--- src/rtl/cfg_frame_pkg.sv ---
// rtl/cfg_frame_pkg.sv - shared frame state encoding and frame-length helper
package cfg_frame_pkg;

  typedef enum logic [2:0] {IDLE, START, DATA, PARITY, STOP} frame_state_t;

  // Shared with the receiver so both ends agree on the frame length.
  function automatic int frame_bits(input int data_w, input int par_en, input int stop_bits);
    return 1 + data_w + par_en + stop_bits;
  endfunction

endpackage

--- src/rtl/cfg_frame_tick.sv ---
// rtl/cfg_frame_tick.sv - bit-period down-counter; tick marks the last clock of each bit
module cfg_frame_tick #(
  parameter int DIV   = 4,
  parameter int CNT_W = 3
) (
  input  logic clk,
  input  logic rst_n,
  input  logic load,
  input  logic en,
  output logic tick
);

  localparam logic [CNT_W-1:0] RELOAD = CNT_W'(DIV - 1);

  logic [CNT_W-1:0] cnt;

  always_ff @(posedge clk or negedge rst_n) begin
    if (!rst_n) begin
      cnt <= '0;
    end else if (load || (en && cnt == '0)) begin
      cnt <= RELOAD;
    end else if (en) begin
      cnt <= cnt - 1'b1;
    end
  end

  assign tick = en && (cnt == '0);

endmodule

--- src/rtl/cfg_frame_tx.sv ---
// rtl/cfg_frame_tx.sv - serial frame transmitter: start, LSB-first data, optional parity, stop
module cfg_frame_tx
  import cfg_frame_pkg::*;
#(
  parameter int DATA_W     = 8,
  parameter int DIV        = 4,
  parameter int PARITY_EN  = 1,
  parameter int PARITY_ODD = 0,
  parameter int STOP_BITS  = 1
) (
  input  logic              clk,
  input  logic              rst_n,
  input  logic              in_valid,
  output logic              in_ready,
  input  logic [DATA_W-1:0] in_data,
  output logic              tx,
  output logic              busy
);

  localparam int DIV_W      = $clog2(DIV + 1);
  localparam int BIT_W      = $clog2(DATA_W + 1);
  localparam int FRAME_BITS = frame_bits(DATA_W, PARITY_EN, STOP_BITS);
  localparam logic [BIT_W-1:0] LAST_BIT = BIT_W'(DATA_W - 1);

  if (DIV < 1) begin : g_bad_div
    $error("cfg_frame_tx: DIV must be >= 1");
  end
  if (DATA_W < 1 || DATA_W > 32 || STOP_BITS < 1 || STOP_BITS > 2 || FRAME_BITS > 36) begin : g_bad_frame
    $error("cfg_frame_tx: DATA_W must be 1..32 and STOP_BITS 1..2");
  end

  frame_state_t      state;
  logic [DATA_W-1:0] shift;
  logic [DATA_W-1:0] shift_nxt;
  logic [BIT_W-1:0]  bit_cnt;
  logic              stop_cnt;
  logic              par_bit;
  logic              tick;

  cfg_frame_tick #(
    .DIV   (DIV),
    .CNT_W (DIV_W)
  ) u_tick (
    .clk   (clk),
    .rst_n (rst_n),
    .load  (state == IDLE),
    .en    (state != IDLE),
    .tick  (tick)
  );

  assign shift_nxt = shift >> 1;
  assign in_ready  = (state == IDLE);
  assign busy      = !in_ready;

  // tx is registered: each edge loads the level for the period that starts after it.
  always_ff @(posedge clk or negedge rst_n) begin
    if (!rst_n) begin
      state    <= IDLE;
      tx       <= 1'b1;
      shift    <= '0;
      bit_cnt  <= '0;
      stop_cnt <= 1'b0;
      par_bit  <= 1'b0;
    end else begin
      case (state)
        IDLE: begin
          if (in_valid) begin
            state    <= START;
            tx       <= 1'b0;
            shift    <= in_data;
            par_bit  <= (^in_data) ^ 1'(PARITY_ODD);
            bit_cnt  <= '0;
            stop_cnt <= 1'b0;
          end
        end
        START: begin
          if (tick) begin
            state <= DATA;
            tx    <= shift[0];
          end
        end
        DATA: begin
          if (tick) begin
            shift <= shift_nxt;
            if (bit_cnt == LAST_BIT) begin
              bit_cnt <= BIT_W'(DATA_W);
              if (PARITY_EN != 0) begin
                state <= PARITY;
                tx    <= par_bit;
              end else begin
                state <= STOP;
                tx    <= 1'b1;
              end
            end else begin
              bit_cnt <= bit_cnt + 1'b1;
              tx      <= shift_nxt[0];
            end
          end
        end
        PARITY: begin
          if (tick) begin
            state <= STOP;
            tx    <= 1'b1;
          end
        end
        STOP: begin
          if (tick) begin
            if (stop_cnt == 1'(STOP_BITS - 1)) begin
              state <= IDLE;
            end else begin
              stop_cnt <= 1'b1;
            end
          end
        end
        default: begin
          state <= IDLE;
          tx    <= 1'b1;
        end
      endcase
    end
  end

endmodule

--- config.mk ---
export PLATFORM = sky130hd
export DESIGN_NAME = cfg_frame_tx
export DESIGN_NICKNAME = d
export VERILOG_FILES = /design/src/rtl/cfg_frame_pkg.sv /design/src/rtl/cfg_frame_tick.sv /design/src/rtl/cfg_frame_tx.sv
export SDC_FILE = /design/constraint.sdc
export NUM_CORES = 1
export LEC_CHECK = 0
export ABC_AREA = 1
export ABC_CLOCK_PERIOD_IN_PS = 1700
export BUFFER_PORTS_ARGS = -buffer_cell sky130_fd_sc_hd__buf_2
export CAP_MARGIN = 20
export CORE_AREA = 10 10 75 64
export CTS_CLUSTER_SIZE = 16
export DETAILED_ROUTE_END_ITERATION = 6
export DIE_AREA = 0 0 85 74
export PLACE_DENSITY = 0.56
export SYNTH_ARGS = -nofsm -noshare
export SYNTH_HDL_FRONTEND = slang
export SYNTH_SLANG_ARGS = --single-unit
--- constraint.sdc ---
create_clock -name clk -period 1.7 [get_ports clk]
set_input_delay 0.085 -clock clk [delete_from_list [all_inputs] [get_ports clk]]
set_output_delay 0.085 -clock clk [all_outputs]
set_load 0.01 [all_outputs]
Yosys cells after proc, flatten, opt, wreduce, memory -nomap -nowiden
Cells that the tools add are included.
W data, S select, Z words.
{"block": "word_totals", "output_inout_bits": 3, "word_cells": 63, "regBits": 21, "inputBits": 11}
{"block": "classes", "n_eq_ne": 12, "bitwise": 1, "n_mux": 26, "n_addsub": 2, "n_reduce_logical": 15}
{"op": "$mux W3", "count": 9}
{"op": "$mux W8", "count": 2}
{"op": "$pmux W8 S2", "count": 1}
{"op": "$pmux W3 S5", "count": 1}
{"op": "$ne A2 B2 Y1 const B", "count": 7}
{"op": "$mux W4", "count": 3}
{"op": "$pmux W4 S2", "count": 1}
{"op": "$reduce_xor A8 Y1", "count": 1}
{"op": "$mux W1", "count": 7}
{"op": "$reduce_and A7 Y1", "count": 1}
{"op": "$eq A3 B2 Y1 const B", "count": 2}
{"op": "$logic_not A3 Y1", "count": 2}
{"op": "$reduce_and A3 Y1", "count": 2}
{"op": "$reduce_bool A2 Y1", "count": 3}
{"op": "$pmux W1 S5", "count": 1}
{"op": "$reduce_and A5 Y1", "count": 1}
{"op": "$add A4 B1 Y4 const B", "count": 1}
{"op": "$eq A4 B3 Y1 const B", "count": 1}
{"op": "$eq A3 B1 Y1 const B", "count": 1}
{"op": "$eq A3 B3 Y1 const B", "count": 1}
{"op": "$reduce_bool A3 Y1", "count": 1}
{"op": "$sub A3 B1 Y3 const B", "count": 1}
{"op": "$pmux W1 S2", "count": 1}
{"op": "$reduce_and A2 Y1", "count": 1}
{"op": "4 further kinds", "count": 4}

Depth between registers and ports, before layout
Gate-level depths: netlist of the first run.
{"block": "depth", "word_depth": 4, "depth_mapped": 10, "ltp_nobuf": 10}

By module
A second synthesis of the first run with hierarchy kept.
{"block": "hier_totals", "hier_cells": 192, "area_unflattened_um2": 1321.3}
{"mod": "cfg_frame_tx", "n_inst": 1, "cells_each": 169, "area_per_inst_um2": 1141.1}
{"mod": "cfg_frame_tick", "n_inst": 1, "cells_each": 23, "area_per_inst_um2": 180.2}

Worst setup path after synthesis of the first run
OpenSTA, ideal clock, no wires.
{"block": "synth_path", "path_kind": "register -> register", "from": "register u_tick.cnt[0]", "to": "register state[0]", "path_buffers": 0, "arrival_time_ns": 1.241, "path_stages_with_launch": 10, "slack_ns": 0.336, "setup_ns": 0.124, "period_less_slack_ns": 1.364, "cell_sequence": "dfrtp_1 > inv_1 > ha_1 > ha_1 > nor2_1 > o21ai_0 > nand2_1 > inv_1 > nand2_1 > o21bai_1"}
{"block": "synth_via", "elab_chain_cells": 4, "word_cells_on_any_way": 7, "classes_between": "eq/ne: 4; reduce/logical: 3"}
{"element": "start, declared", "line_no": "cfg_frame_tick.sv:15", "source": "logic [CNT_W-1:0] cnt;"}
{"element": "start signal, assigned", "line_no": "cfg_frame_tick.sv:23", "source": "cnt <= cnt - 1'b1;"}
{"element": "$logic_not A3 Y1 *", "line_no": "cfg_frame_tick.sv:27", "source": "assign tick = en && (cnt == '0);"}
{"element": "$logic_and A1 B1 Y1 *", "line_no": "cfg_frame_tick.sv:27"}
{"element": "$ne A2 B2 Y1 (no source line)"}
{"element": "$reduce_and A7 Y1 (no source line) *"}
{"element": "end signal, assigned", "line_no": "cfg_frame_tx.sv:58", "source": "state <= IDLE;"}
{"element": "end signal, assigned", "line_no": "cfg_frame_tx.sv:68", "source": "state <= START;"}
{"element": "end signal, assigned", "line_no": "cfg_frame_tx.sv:78", "source": "state <= DATA;"}
{"element": "end, declared", "line_no": "cfg_frame_tx.sv:32", "source": "frame_state_t state;"}
Every way passes the cells marked *; elsewhere a longest branch is shown, timed or not.
A chain may end at the register's enable or synchronous reset.

Worst setup path after layout of the first run
{"block": "layout_path", "from": "register u_tick.cnt[0]", "to": "register state[1]"}
The elaborated chain is that of the path after synthesis.

==> results of run 1 <==
-- logic make-up (layout without fill, tap and decap cells) --
family / Yosys count / count (layout) / share of synthesized area, %
DFF: 20 / 20 / 39.0
xor gates and xnor gates: 1 / 1 / 0.682
buffers and inverters: 33 / 49 / 11.4
and+or+nand+nor: 85 / 85 / 30.5
adders and majority gates: 3 / 3 / 2.92
AOI/OAI and AO/OA: 27 / 27 / 15.5
-- layout make-up --
cell class              count  share of cell area [%]
clock buffers               4                    3.82
inverters                  31                    8.25
multi-input cells         116                    44.2
flip-flops and latches     20                    34.8
well taps                  42                    3.65
repair buffers             14                    5.21
-- critical path, stage by stage (launching register included) --
cell     delay (ns)
dfrtp_1        0.35
inv_1          0.04
ha_1           0.19
ha_1           0.27
nor2_1         0.11
o21ai_0        0.08
nand2_1        0.12
inv_1          0.06
nand2_1        0.09
nand2_1        0.06
nand2_1        0.06
-- registers in the layout, summed over array words and instances (netlist names) --
| signal | cells |
|---|---|
| shift | 8 |
| u_tick.cnt | 3 |
| par_bit | 1 |
| tx | 1 |
| state | 3 |
| bit_cnt | 4 |
-- placed cells by master, fill, tap and decap left out, types with 3 or more instances in the layout --
| cell | count |
|---|---|
| a21oi_1 | 3 |
| buf_2 | 13 |
| clkbuf_8 | 4 |
| dfrtp_1 | 19 |
| ha_1 | 3 |
| inv_1 | 28 |
| nand2_1 | 56 |
| nand3_1 | 11 |
| nor2_1 | 10 |
| o211ai_1 | 6 |
| o21ai_0 | 4 |
| o21ai_2 | 8 |
-- power groups by stage --
stage / Combinational (mW) / Clock [mW] / Sequential [mW]
2_1_floorplan: 0.952 / 0 / 0.771
4_1_cts: 1.13 / 0.371 / 0.788
3_5_place_dp: 1.12 / 0 / 0.797
5_1_grt: 1.29 / 0.393 / 0.813
3_3_place_gp: 1.10 / 0 / 0.793
6_report: 1.11 / 0.361 / 0.789
-- layer usage --
layer / global-route usage (%) / wire [um] / part of all wire [%] / vias up
met1: 10.4 / 1160 / 49 / 461
met5: 0 / 0 / 0 / -
li1: - / - / - / 570
met3: 2.73 / 85 / 3.6 / 2
met4: 2.74 / 17 / 0.72 / 0
met2: 14.0 / 1110 / 47 / 11
-- path summary, 6_finish.rpt --
check / from / to / slack, ns / cells after the start
max: u_tick.cnt[0] / state[1] / 0.21 / 10
min: in_data[5] / shift[5] / 0.14 / 3
max reg2reg: u_tick.cnt[0] / state[1] / 0.21 / 10
min reg2reg: u_tick.cnt[0] / u_tick.cnt[0] / 0.47 / 1
max in group asynchronous: rst_n / tx / 1.06 / 2
min in group asynchronous: rst_n / shift[3] / 0.30 / 2
==> impl_metrics.json, run 1 <==
{
  "crit_path_end_kind": "flop",
  "die_x_um": 85,
  "rows": 19,
  "worst_slew_pin_slew_ns": 0.454,
  "antenna_found_initial": 0,
  "pwr-share-seq_pct": 34.9,
  "hold_slack_ns": 0.138,
  "final_area_mm2": 0.00144,
  "synthDistinctLibCells": 28,
  "cts_buffer_depth": 2,
  "p_int_mw": 1.28,
  "crit_required_ns": 1.90,
  "synth-seq-cells": 20,
  "vias": 1044,
  "clk_latency_ns": 0.26,
  "start_kind": "flop",
  "grt_pass1_vias": 1019,
  "synth_nets": 183,
  "cts_tree": "done",
  "place_area_mm2": 0.00138,
  "critPathMaxFanout": 6,
  "drt_iter0_markers": 99,
  "dp_cells": 222,
  "status": "complete, no violations",
  "htree_levels": 1,
  "ff_latch_area_um2": 502,
  "wl_per_cell_um": 10.4,
  "syn-cell-area_mm2": 0.00128,
  "min_path_type": "in2reg",
  "peakVddDrop_uv": 556,
  "post-cts-setup-buffers": 0,
  "grt_start_max_net_pins": 21,
  "antennaDiodeCount": 0,
  "critPathKind": "reg2reg",
  "initial_core_util_pct": 38.3,
  "gp_congestion": 0.881,
  "grt_pass1_wl_mm": 4.52,
  "core_mm2": 0.00335,
  "leakagePower_nw": 0.800,
  "synth_cells": 169,
  "postCtsHoldBufs": 1,
  "p_comb_share_pct": 49.1,
  "dp_slack_ns": 0.210,
  "yosys.area.top_type": "dfrtp_1",
  "die_h_um": 74,
  "fin_skew_ns": 0.00127,
  "ios": 14,
  "fmax_mhz": 671,
  "synth_top_area_share_pct": 37.0,
  "synth_area_leaders": "dfrtp_1, nand2_1, inv_1, o21ai_2, nand3_1",
  "multi_input_area_um2": 637,
  "setup_viol": 0,
  "post-synth-top-count-cell": "nand2_1",
  "setup_tns_ns": 0,
  "vias_per_cell": 4.60,
  "area_growth_syn_to_layout_pct": 12.1,
  "die-area_mm2": 0.00629,
  "drc_errors": 0,
  "dr.pass1.iters": 4,
  "nNetsFinal": 200,
  "clkSinkCount": 20,
  "port_buffers": 13,
  "p_switching_mw": 0.976,
  "nFillCells": 342,
  "fin_crit_ns": 1.49,
  "clkPwrFrac_pct": 16.0,
  "max_cap_violations": 0,
  "async_flop_share_pct": 100,
  "drv_slew": 0,
  "ys.warnings.count": 0,
  "final_cells": 227,
  "wl_mm": 2.37,
  "fin_ws_ns": 0.210,
  "final_hold_viol_count": 0,
  "rsz0062_at_grt": "no",
  "swShare_pct": 43.2,
  "grt-ovfl-total": 0,
  "hpwl_mm": 1.85,
  "synth_common_cells": "nand2_1, inv_1, dfrtp_1",
  "post-route-period-util_pct": 87.7,
  "fin_util_pct": 43.0,
  "track_usage_pct": 8.52,
  "cts_resized": 0,
  "arrival_ns": 1.69,
  "synth.avg_cell_area_um2": 7.60,
  "fin_total_pwr_mw": 2.26,
  "max_slew_margin_pct": 69.7,
  "clk_pin_slew_ns": 0.07,
  "numCtsBuffers": 3,
  "root_buffer": "clkbuf_8",
  "cellPowerDensity_mw_per_mm2": 1570,
  "drtAntennaViolNets": 0,
  "drive_gt1_share_pct": 20.0,
  "seq_area_frac_synth_pct": 39.0,
  "synth_ff_type": "dfrtp_1",
  "synth_edf_count": 0
}
Note: power is estimated with default switching activity, not from simulation.
==> run 2: changes to the inputs <==
Settings changed: CELL_PAD_IN_SITES_DETAIL_PLACEMENT from default to 1, CELL_PAD_IN_SITES_GLOBAL_PLACEMENT from default to 1, PLACE_DENSITY 0.56 to 0.72.
==> run 2 against run 1 <==
Critical path depth is the same; via count grew 3.8%; first-iteration DRC count shrank 55%; clock skew is essentially flat; sequential power is essentially flat; worst setup slack gained 0.014 ns; sequential share of layout area grew 0.18 points; maximum frequency grew 0.95%; wire length grew 22%; non-clock buffer count is the same; register-to-register slack is essentially flat; count of clock-buffer cells in the layout is the same.
==> impl_metrics.json, run 2 (same netlist as run 1, synthesis figures left out) <==
{
  "grt_start_max_net_pins": 21,
  "p_int_mw": 1.25,
  "fmax_mhz": 677,
  "leakagePower_nw": 0.793,
  "crit_path_end_kind": "flop",
  "cellPowerDensity_mw_per_mm2": 1580,
  "drv_slew": 0,
  "status": "complete, no violations",
  "hpwl_mm": 2.32,
  "dr.pass1.iters": 4,
  "arrival_ns": 1.63,
  "max_slew_margin_pct": 68.9,
  "track_usage_pct": 10.0,
  "critPathMaxFanout": 6,
  "clk_pin_slew_ns": 0.07,
  "grt_pass1_wl_mm": 5.21,
  "critPathKind": "reg2reg",
  "registers.top_by_ff_count": "shift",
  "clkSinkCount": 20,
  "die_x_um": 85,
  "fin_total_pwr_mw": 2.26,
  "htree_levels": 1,
  "final_hold_viol_count": 0,
  "vias_per_cell": 4.78,
  "antennaDiodeCount": 0,
  "peakVddDrop_uv": 692,
  "antenna_found_initial": 0,
  "die-area_mm2": 0.00629,
  "p_comb_share_pct": 51.2,
  "port_buffers": 13,
  "hp-start": "in_data[5]",
  "cts_buffer_depth": 2,
  "reg2reg_to": "state[1]",
  "initial_core_util_pct": 38.3,
  "fin_crit_ns": 1.48,
  "drtAntennaViolNets": 0,
  "multi_input_area_um2": 639,
  "die_h_um": 74,
  "swShare_pct": 44.7,
  "numCtsBuffers": 3,
  "setup_viol": 0,
  "drc_errors": 0,
  "vias": 1084,
  "final_cells": 227,
  "post-cts-setup-buffers": 0,
  "cts_tree": "done",
  "max_cap_violations": 0,
  "root_buffer": "clkbuf_8",
  "pwr-share-seq_pct": 34.8,
  "nNetsFinal": 200,
  "start_kind": "flop",
  "core_mm2": 0.00335,
  "nFillCells": 438,
  "rows": 19,
  "drive_gt1_share_pct": 20.0,
  "dp_cells": 222,
  "clk_latency_ns": 0.26,
  "area_growth_syn_to_layout_pct": 11.5,
  "rr_startpoint": "u_tick.cnt[0]",
  "layout_commonest_cell": "nand2_1",
  "post-route-period-util_pct": 86.8,
  "wl_per_cell_um": 12.8,
  "wl_mm": 2.90,
  "grt-ovfl-total": 0,
  "gp_congestion": 0.775,
  "min_delay_worst_endpoint": "shift[5]",
  "crit_required_ns": 1.85,
  "largest_register_ffs": 8,
  "p_switching_mw": 1.01,
  "ff2ff_path_depth": 10,
  "clkPwrFrac_pct": 14.0,
  "timing.reg2reg.setup_slack_ns": 0.22,
  "worst_slew_pin_slew_ns": 0.467,
  "min_path_type": "in2reg",
  "top_regs": "shift: 8 flops, bit_cnt: 4 flops",
  "grt_pass1_vias": 1122,
  "ios": 14,
  "fin_skew_ns": 0.00121,
  "whs_path_depth": 3,
  "drt_iter0_markers": 45,
  "final_cell_mix": "nand2_1, inv_1, dfrtp_1, buf_2, nand3_1",
  "ff_latch_area_um2": 502
}
## run 2: cell counts in the layout (fill, tap and decap cells not counted)
No cell type changed its count.
## run 2: per-stage QoR
stage	setup slack [ns]	util, %	setup TNS (ns)	area, um2	hold slack [ns]
floorplan	0.336	-	0	1280	-0.211
detailed placement	0.169	41.0	0	1380	0.0677
finish	0.224	42.7	0	1430	0.143
global placement	0.256	41.0	0	1380	0.0548
CTS	0.159	42.7	0	1430	0.138
global route	-0.00477	42.7	-0.00477	1430	0.144
## run 2: timing repair
action	in CTS	in global routing
gates resized for setup	0	1
hold endpoints to repair	19	0
hold buffers	1	0
setup endpoints to repair	0	3
## run 2: worst max path at each step
| stage | startpoint | end | slack, ns | depth (start not counted) |
|---|---|---|---|---|
| floorplan | u_tick.cnt[0] | state[0] | 0.34 | 9 |
| global placement | u_tick.cnt[0] | state[1] | 0.26 | 10 |
| detailed placement | u_tick.cnt[0] | state[1] | 0.17 | 10 |
| CTS | u_tick.cnt[0] | state[1] | 0.16 | 10 |
| global route | u_tick.cnt[0] | state[1] | -0.005 | 10 |
| finish | u_tick.cnt[0] | state[1] | 0.22 | 10 |
## run 2: final cells by class
type	instances	share of cell area [%]
Multi-Input combinational cell	116	44.6
Inverter	31	8.30
Sequential cell	20	35.0
Timing Repair Buffer	14	5.24
Tap cell	42	3.67
Clock buffer	4	3.14
## run 2: power groups by stage
stage,Clock (mW),Combinational [mW],Sequential [mW]
2_1_floorplan,0,0.952,0.771
3_3_place_gp,0,1.11,0.789
3_5_place_dp,0,1.17,0.797
4_1_cts,0.333,1.18,0.787
5_1_grt,0.359,1.35,0.809
6_report,0.317,1.16,0.786
## run 2: per-layer routing
| layer | part of all wire [%] | wire, um | vias up | global-route usage (%) |
|---|---|---|---|---|
| met2 | 51 | 1460 | 8 | 17.4 |
| met4 | 1.1 | 31 | 0 | 3.28 |
| met3 | 3.1 | 91 | 4 | 3.17 |
| met1 | 45 | 1310 | 507 | 11.5 |
| li1 | - | - | 565 | - |
| met5 | 0 | 0 | - | 0 |
## run 2: worst max-delay path, stage by stage (launching register included)
cell	delay, ns
dfrtp_1	0.38
inv_1	0.07
ha_1	0.15
ha_2	0.27
nor2_1	0.05
o21ai_0	0.07
nand2_1	0.10
inv_1	0.08
nand2_1	0.08
nand2_1	0.07
nand2_1	0.05
